$ cat config.mk
export PLATFORM = sky130hd
export DESIGN_NAME = cam_capture_rgb
export DESIGN_NICKNAME = d
export VERILOG_FILES = /design/src/rtl/cam_capture_rgb.sv
export SDC_FILE = /design/constraint.sdc
export NUM_CORES = 1
export LEC_CHECK = 0
export CELL_PAD_IN_SITES_DETAIL_PLACEMENT = 1
export CELL_PAD_IN_SITES_GLOBAL_PLACEMENT = 1
export CORE_ASPECT_RATIO = 1.75
export CORE_MARGIN = 5
export CORE_UTILIZATION = 35
export CTS_CLUSTER_SIZE = 12
export DETAILED_ROUTE_END_ITERATION = 7
export HOLD_SLACK_MARGIN = 0.06
export PLACE_DENSITY = 0.69
export SKIP_CTS_REPAIR_TIMING = 1
export SLEW_MARGIN = 20
export SYNTH_ARGS = -nofsm -noshare
export SYNTH_HDL_FRONTEND = slang
export SYNTH_SLANG_ARGS = --single-unit
$ cat constraint.sdc
create_clock -name PCLK -period 3.05 [get_ports PCLK]
set_input_delay 0.4575 -clock PCLK [delete_from_list [all_inputs] [get_ports PCLK]]
set_output_delay 0.4575 -clock PCLK [all_outputs]
set_load 0.05 [all_outputs]
$ cat src/rtl/cam_capture_rgb.sv
// OV7670 PCLK-domain capture: builds RGB565 pixels from byte pairs, converts them to OUT_FMT
// and writes them linearly into the frame buffer. Optional 2x decimation via CAP_DECIM2_EN.
module cam_capture_rgb #(
  parameter int OUT_FMT = 0,
  parameter int DW      = 8,
  parameter int H_PIX   = 160,
  parameter int V_LINES = 120,
  parameter int ADDR_W  = 15
) (
  input  logic              PCLK,
  input  logic              rst,
  input  logic              VSYNC,
  input  logic              HREF,
  input  logic [7:0]        D,
  input  logic              capture_en,
  output logic [DW-1:0]     DP_RAM_data_in,
  output logic [ADDR_W-1:0] DP_RAM_addr_in,
  output logic              DP_RAM_regW,
  output logic              frame_done,
  output logic              busy,
  output logic              line_err
);

`ifdef CAP_DECIM2_EN
  localparam int DEC = 2;
`else
  localparam int DEC = 1;
`endif
  localparam int COL_LIM = DEC * H_PIX;
  localparam int ROW_LIM = DEC * V_LINES;
  localparam int CW      = $clog2(COL_LIM + 1);
  localparam int RW      = $clog2(ROW_LIM + 1);

  localparam logic [1:0] S_IDLE  = 2'd0;
  localparam logic [1:0] S_WAIT  = 2'd1;
  localparam logic [1:0] S_FRAME = 2'd2;
  localparam logic [1:0] S_DONE  = 2'd3;

  logic [1:0]        state;
  logic              vs_q, vs_d, href_q, href_d;
  logic [7:0]        d_q, hi;
  logic              phase;
  logic [CW-1:0]     col;
  logic [RW-1:0]     row;
  logic [ADDR_W-1:0] wr_addr;
  logic [15:0]       pix, cv;
  logic              vs_rise, vs_fall, href_fall, take;

  assign vs_rise   = vs_q & ~vs_d;
  assign vs_fall   = ~vs_q & vs_d;
  assign href_fall = ~href_q & href_d;
  assign pix       = {hi, d_q};

`ifdef CAP_DECIM2_EN
  // counters track the full-size source; only even column/line pixels are kept
  assign take = (col < CW'(COL_LIM)) && (row < RW'(ROW_LIM)) && !col[0] && !row[0];
`else
  assign take = (col < CW'(COL_LIM)) && (row < RW'(ROW_LIM));
`endif

  always_comb begin
    cv = pix;
    case (OUT_FMT)
      0:       cv = {8'h00, pix[15:13], pix[10:8], pix[4:3]};
      1:       cv = {4'h0, pix[15:12], pix[10:7], pix[4:1]};
      default: cv = pix;
    endcase
  end

  assign busy       = (state == S_WAIT) || (state == S_FRAME);
  assign frame_done = (state == S_DONE);

  always_ff @(posedge PCLK or posedge rst) begin
    if (rst) begin
      state          <= S_IDLE;
      vs_q           <= 1'b0;
      vs_d           <= 1'b0;
      href_q         <= 1'b0;
      href_d         <= 1'b0;
      d_q            <= '0;
      hi             <= '0;
      phase          <= 1'b0;
      col            <= '0;
      row            <= '0;
      wr_addr        <= '0;
      DP_RAM_data_in <= '0;
      DP_RAM_addr_in <= '0;
      DP_RAM_regW    <= 1'b0;
      line_err       <= 1'b0;
    end else begin
      vs_q        <= VSYNC;
      vs_d        <= vs_q;
      href_q      <= HREF;
      href_d      <= href_q;
      d_q         <= D;
      DP_RAM_regW <= 1'b0;
      case (state)
        S_IDLE: if (capture_en) state <= S_WAIT;
        S_WAIT: if (vs_fall) begin
          state    <= S_FRAME;
          row      <= '0;
          col      <= '0;
          wr_addr  <= '0;
          phase    <= 1'b0;
          line_err <= 1'b0;
        end
        S_FRAME: begin
          if (vs_rise) begin
            // frame cut short inside an active line: flag it, drop any half pixel
            state <= S_DONE;
            phase <= 1'b0;
            if (href_q) line_err <= 1'b1;
          end else if (href_q) begin
            if (!phase) begin
              hi    <= d_q;
              phase <= 1'b1;
            end else begin
              phase <= 1'b0;
              if (take) begin
                DP_RAM_regW    <= 1'b1;
                DP_RAM_data_in <= cv[DW-1:0];
                DP_RAM_addr_in <= wr_addr;
                wr_addr        <= wr_addr + ADDR_W'(1);
              end
              if (col != CW'(COL_LIM)) col <= col + CW'(1);
            end
          end else if (href_fall) begin
            if (phase) line_err <= 1'b1;
            phase <= 1'b0;
            col   <= '0;
            if (row != RW'(ROW_LIM)) row <= row + RW'(1);
          end
        end
        S_DONE:  state <= capture_en ? S_WAIT : S_IDLE;
        default: state <= S_IDLE;
      endcase
    end
  end

endmodule

Word level (Yosys, flattened, before mapping)
Cells that the tools add are included.

operators by class
  order comparisons = 2
  add/sub/neg operators = 3
  reductions and logical operators = 12
  muxes and demuxes = 41
  equality and inequality tests = 22
  bitwise gates (word level) = 8

operators with widths
  cell                                               number
  2-to-1 mux 15 bit                                  5
  2-to-1 mux 8 bit                                   6
  2-to-1 mux 7 bit                                   5
  case mux 15 bit (2 select lines)                   1
  AND reduction 6 bit                                4
  != test 2 bit, second input constant               9
  2-to-1 mux 1 bit                                   16
  case mux 8 bit (2 select lines)                    1
  adder 15 x 1 -> 15 bit, second input constant      1
  != test 3 bit, second input constant               5
  case mux 7 bit (2 select lines)                    1
  adder 8 x 1 -> 8 bit, second input constant        1
  less-than comparator 8 bit, second input constant  1
  != test 8 bit, second input constant               1
  case mux 2 bit (4 select lines)                    1
  adder 7 x 1 -> 7 bit, second input constant        1
  less-than comparator 7 bit, second input constant  1
  != test 7 bit, second input constant               1
  2-to-1 mux 2 bit                                   3
  AND reduction 3 bit                                2
  NOT 1 bit                                          5
  AND reduction 5 bit                                1
  == test 2 bit, second input constant               2
  != test 4 bit, second input constant               1
  10 further kinds                                   13

storage, ports and cells
  input port bits = 13
  flip-flop bits (word level) = 78
  logic and storage cells = 103
  output and inout bits = 27

Logic depth before layout (Yosys ltp)
  depth in word-level cells = 7
  depth in mapped cells = 10
  depth with buffers taken out = 7

Worst setup path before layout
Ideal clock, no wire load.

  path kind = register to register
  start = register state[0]
  end = register wr_addr[14]
  path slack = 1.134 ns
  path buffers = 2
  data required time = 2.926 ns
  setup time = 0.124 ns
  arrival time = 1.792 ns
  cell stages (with the launch flop) = 10
  period minus slack after synthesis = 1.916 ns
  cells stage by stage = dfrtp_1 -> inv_1 -> ha_1 -> buf_2 -> nand2b_1 -> nor2_1 -> a41oi_1 -> a21o_1 -> buf_2 -> a211o_1

on the way
  cells in the longest elaborated chain, start to end = 3
  elaborated cells on any way between the ends = 10
  classes of those cells = 7 x eq/ne; 1 x mux; 2 x reduce/logical

RTL lines
  item                                                                         RTL line  RTL
  from (decl)                                                                  39        logic [1:0] state;
  from (signal assigned)                                                       134       S_DONE: state <= capture_en ? S_WAIT : S_IDLE;
  == test 2 bit / == test 2 x 1 -> 1 bit (equally long branches)               97        case (state)
  != test 2 bit (no source line) / nonzero test 2 bit (equally long branches)  n/a
  AND reduction 6 bit (no source line)                                         n/a
  to (signal assigned)                                                         123       wr_addr <= wr_addr + ADDR_W'(1);
  to (decl)                                                                    45        logic [ADDR_W-1:0] wr_addr;

Several ways; a longest one is shown, not always the timed one.
A chain may end at the register's enable or synchronous reset.

Worst setup path after layout
  start = register state[0]
  end = output port busy

on the way
  cells in the longest elaborated chain, start to end = 2
  elaborated cells on any way between the ends = 3
  classes of those cells = 2 x eq/ne; 1 x reduce/logical

RTL lines
  item                                                            RTL line  RTL
  == test 2 x 1 -> 1 bit / == test 2 bit (equally long branches)  70        assign busy = (state == S_WAIT) || (state == S_FRAME);
  logical OR 1 bit *                                              70
  to (decl)                                                       20        output logic busy,

Mark *: on every way between the ends. The rest lies on a longest branch, timed or not.

==> impl_metrics.tcl <==
set metrics [dict create \
    status "finished, final reports clean" \
    hold_ws_ns 0.424 \
    synth_top_area_share_pct 54.5 \
    p_sw_uw 1070 \
    p_int_uw 2300 \
    seq_area_frac_synth_pct 54.5 \
    setup_viol 0 \
    drc 0 \
    grt_first_pass_wirelength_um 14100 \
    slowest_delay_ns 0.82 \
    layout.nets 378 \
    clock_skew_ns 0.00706 \
    timing.fmax_mhz 409 \
    criticalPathCategory "reg -> out" \
    antennaDiodeCount 0 \
    netlist_instances 310 \
    ys.flop_type "dfrtp_1" \
    drt_pass1_iterations 4 \
    worst_skew_pair.late_latency_ns 0.34 \
    die_area_sq_mm 0.0121 \
    ir_worst_vdd_v 0.000419 \
    drtAntennaViolNets 0 \
    cp-start-kind "register" \
    pin_count 40 \
    core_area_sq_mm 0.00979 \
    layout-drive-gt1-share_pct 15.8 \
    rsz0062_at_grt "false" \
    final-max-slew-violation-count 0 \
    cts_root_buf "clkbuf_16" \
    dp.cells 470 \
    multi_input_area_sq_mm 0.00148 \
    clockBufferDepth 2 \
    grt_pass1_vias 2898 \
    dp_hpwl_um 5900 \
    worstSetupEndpointType "primary output" \
    start_util_pct 35.6 \
    overflow 0 \
    die_h_um 142 \
    io_buffers 39 \
    cp.required_ns 2.59 \
    clkPwrFrac_pct 36.1 \
    synth_cell_type_count 47 \
    final.setup.tns_ns 0 \
    path_max_fanout 4 \
    grt_max_degree 56 \
    min_period_ns 2.45 \
    final_util_pct 44.7 \
    synth-seq-cells 76 \
    register_area_sq_mm 0.00190 \
    grt_usage_pct 14.7 \
    cp_slowest_cell "clkdlybuf4s50_1" \
    cts.reportedPaths.clkPinSlew_ns 0.05 \
    wl_per_cell_um 16.6 \
    synth_edf_count 0 \
    netSwitchingFraction_pct 31.8 \
    crit_buf_inv 2 \
    period_share_pct 80.2 \
    timing.reg2reg.setup_slack_ns 0.80 \
    yosysWarningCount 0 \
    power_uw 3370 \
    p_leak_uw 0.00202 \
    rows 48 \
    p_seq_share_pct 36.4 \
    p_comb_share_pct 27.5 \
    drt_iter0_drc 92 \
    htree_levels 3 \
    hp-class "reg -> reg" \
    drt-vias-per-instance 5.39 \
    max_slew.worst_pin.slew_ns 0.665 \
    arrival_ns 1.99 \
    crit_chain "inv_1, ha_1, clkdlybuf4s50_1" \
    area_growth_pct 25.5 \
    gp_congestion 0.759 \
    drv_cap 0 \
    synth_top_area_cell "dfrtp_1" \
    syn_area_per_cell_sq_um 11.2 \
    power_density_mw_per_mm2 770 \
    synthTopCellsByArea "dfrtp_1 55%, mux2_2 10%, o21ai_0 3.4%, ha_1 3.2%, and3_1 2.3%" \
    syn_area_sq_mm 0.00349 \
    async_reset_ff_share_pct 100 \
    max-slew-margin-rel_pct 55.4 \
    stdcell_count 485 \
    cts_tree "yes" \
    synth_nets 332 \
    timing_hold_violations_final 0 \
    antenna_found_initial 0 \
    routed_wl_um 8030 \
    numClockSinks 76 \
    cts_inserted_buffers 9 \
    die_x_um 85.5 \
    vias 2616 \
    cp_top_family "buffers and inverters" \
    fillCellCount 1075 \
]
final timing paths:
check | depth (start not counted) | to | start
max in group asynchronous | 3 | DP_RAM_addr_in[7]$_DFFE_PP0P_ | rst
worst min register to register | 0 | vs_d$_DFF_PP0_ | vs_q$_DFF_PP0_
worst max-delay path | 3 | busy | state[0]$_DFFE_PP0P_
worst max register to register | 7 | wr_addr[6]$_DFFE_PP0P_ | state[1]$_DFFE_PP0P_
worst min-delay path | 0 | vs_d$_DFF_PP0_ | vs_q$_DFF_PP0_
min in group asynchronous | 2 | d_q[6]$_DFF_PP0_ | rst
cells by family after synthesis:
family / synth area share [%]
flip-flops: 54.5
buffers and inverters: 2.98
multiplexers: 10.3
adder cells (fa/ha/maj): 3.23
AO/OA/AOI/OAI: 13.9
AND/OR/NAND/NOR: 14.3
XOR/XNOR: 0.754
Yosys cell counts, drive strengths merged (3+ instances only):
master	number
a21o	4
dfrtp	76
a221o	3
o21ai	26
a22o	5
o22ai	3
buf	6
a21oi	8
clkbuf	3
nand4	10
and2	4
nor3	6
nand2b	4
a211o	6
inv	15
nand3	10
o31ai	4
mux2	31
ha	9
nor2	14
and3	13
nand2	20
a31oi	5
power groups by stage:
| stage | logic [uW] | registers [uW] | clock network [uW] |
|---|---|---|---|
| 6_report | 928 | 1230 | 1220 |
| 3_3_place_gp | 911 | 1240 | 0 |
| 2_1_floorplan | 511 | 1370 | 0 |
| 3_5_place_dp | 941 | 1250 | 0 |
| 4_1_cts | 946 | 1230 | 1250 |
| 5_1_grt | 1010 | 1250 | 1300 |
placed cells by master, fill, tap and decap left out, drive strengths merged, types with 2 or more instances in the layout:
master / synthesis / final
clkbuf: 3 / 11
or3: 2 / 2
bufinv: 0 / 3
clkdlybuf4s50: 0 / 39
nand2: 20 / 20
and3: 13 / 13
a31oi: 5 / 5
a21oi: 8 / 8
xor2: 2 / 2
o22ai: 3 / 3
nor2: 14 / 14
dfrtp: 76 / 76
nand3: 10 / 10
o31ai: 4 / 4
and2: 4 / 4
a221o: 3 / 3
buf: 6 / 5
nor4: 2 / 2
and4: 2 / 2
or2: 2 / 2
a21o: 4 / 4
nor2b: 2 / 2
o21ai: 26 / 26
nor3: 6 / 6
nand2b: 4 / 4
a22o: 5 / 5
nand4: 10 / 10
inv: 15 / 15
mux2: 31 / 31
ha: 9 / 9
a211o: 6 / 6
state kept, by name (all words and copies together) (netlist names):
signal	cells
d_q	8
state	2
row	7
href_d	1
hi	6
DP_RAM_addr_in	15
DP_RAM_regW	1
line_err	1
vs_d	1
col	8
DP_RAM_data_in	8
wr_addr	15
href_q	1
vs_q	1
phase	1
layer usage:
layer	up-vias	share of wire, %	global-route usage [%]
li1	1228	-	-
met1	1334	39	16.1
met2	39	55	26.5
met3	15	3.2	3.13
met4	0	2.2	6.84
met5	-	0	0
worst register-to-register path, cell delays in order, from the launching register on:
cell	delay, ns
dfrtp_1	0.41
inv_1	0.12
ha_1	0.35
nand2b_1	0.15
nor2_1	0.25
a41oi_1	0.08
a21o_1	0.36
a221o_1	0.43
layout make-up:
class	instances	share of cell area, %
clock buffers	11	5.55
clock inverters	4	2.23
inverters	15	1.29
multi-input cells	210	33.8
flip-flops and latches	76	43.5
well taps	125	3.57
repair buffers	44	10.1
metrics by stage:
step                      setup slack, ns  area [sq um]
after floorplan                     0.654          3490
after global placement              0.962          4040
after detailed placement            0.835          4040
after CTS                           0.586          4380
after global routing                0.516          4380
final                               0.603          4380
Note: power is estimated with default switching activity, not from simulation.
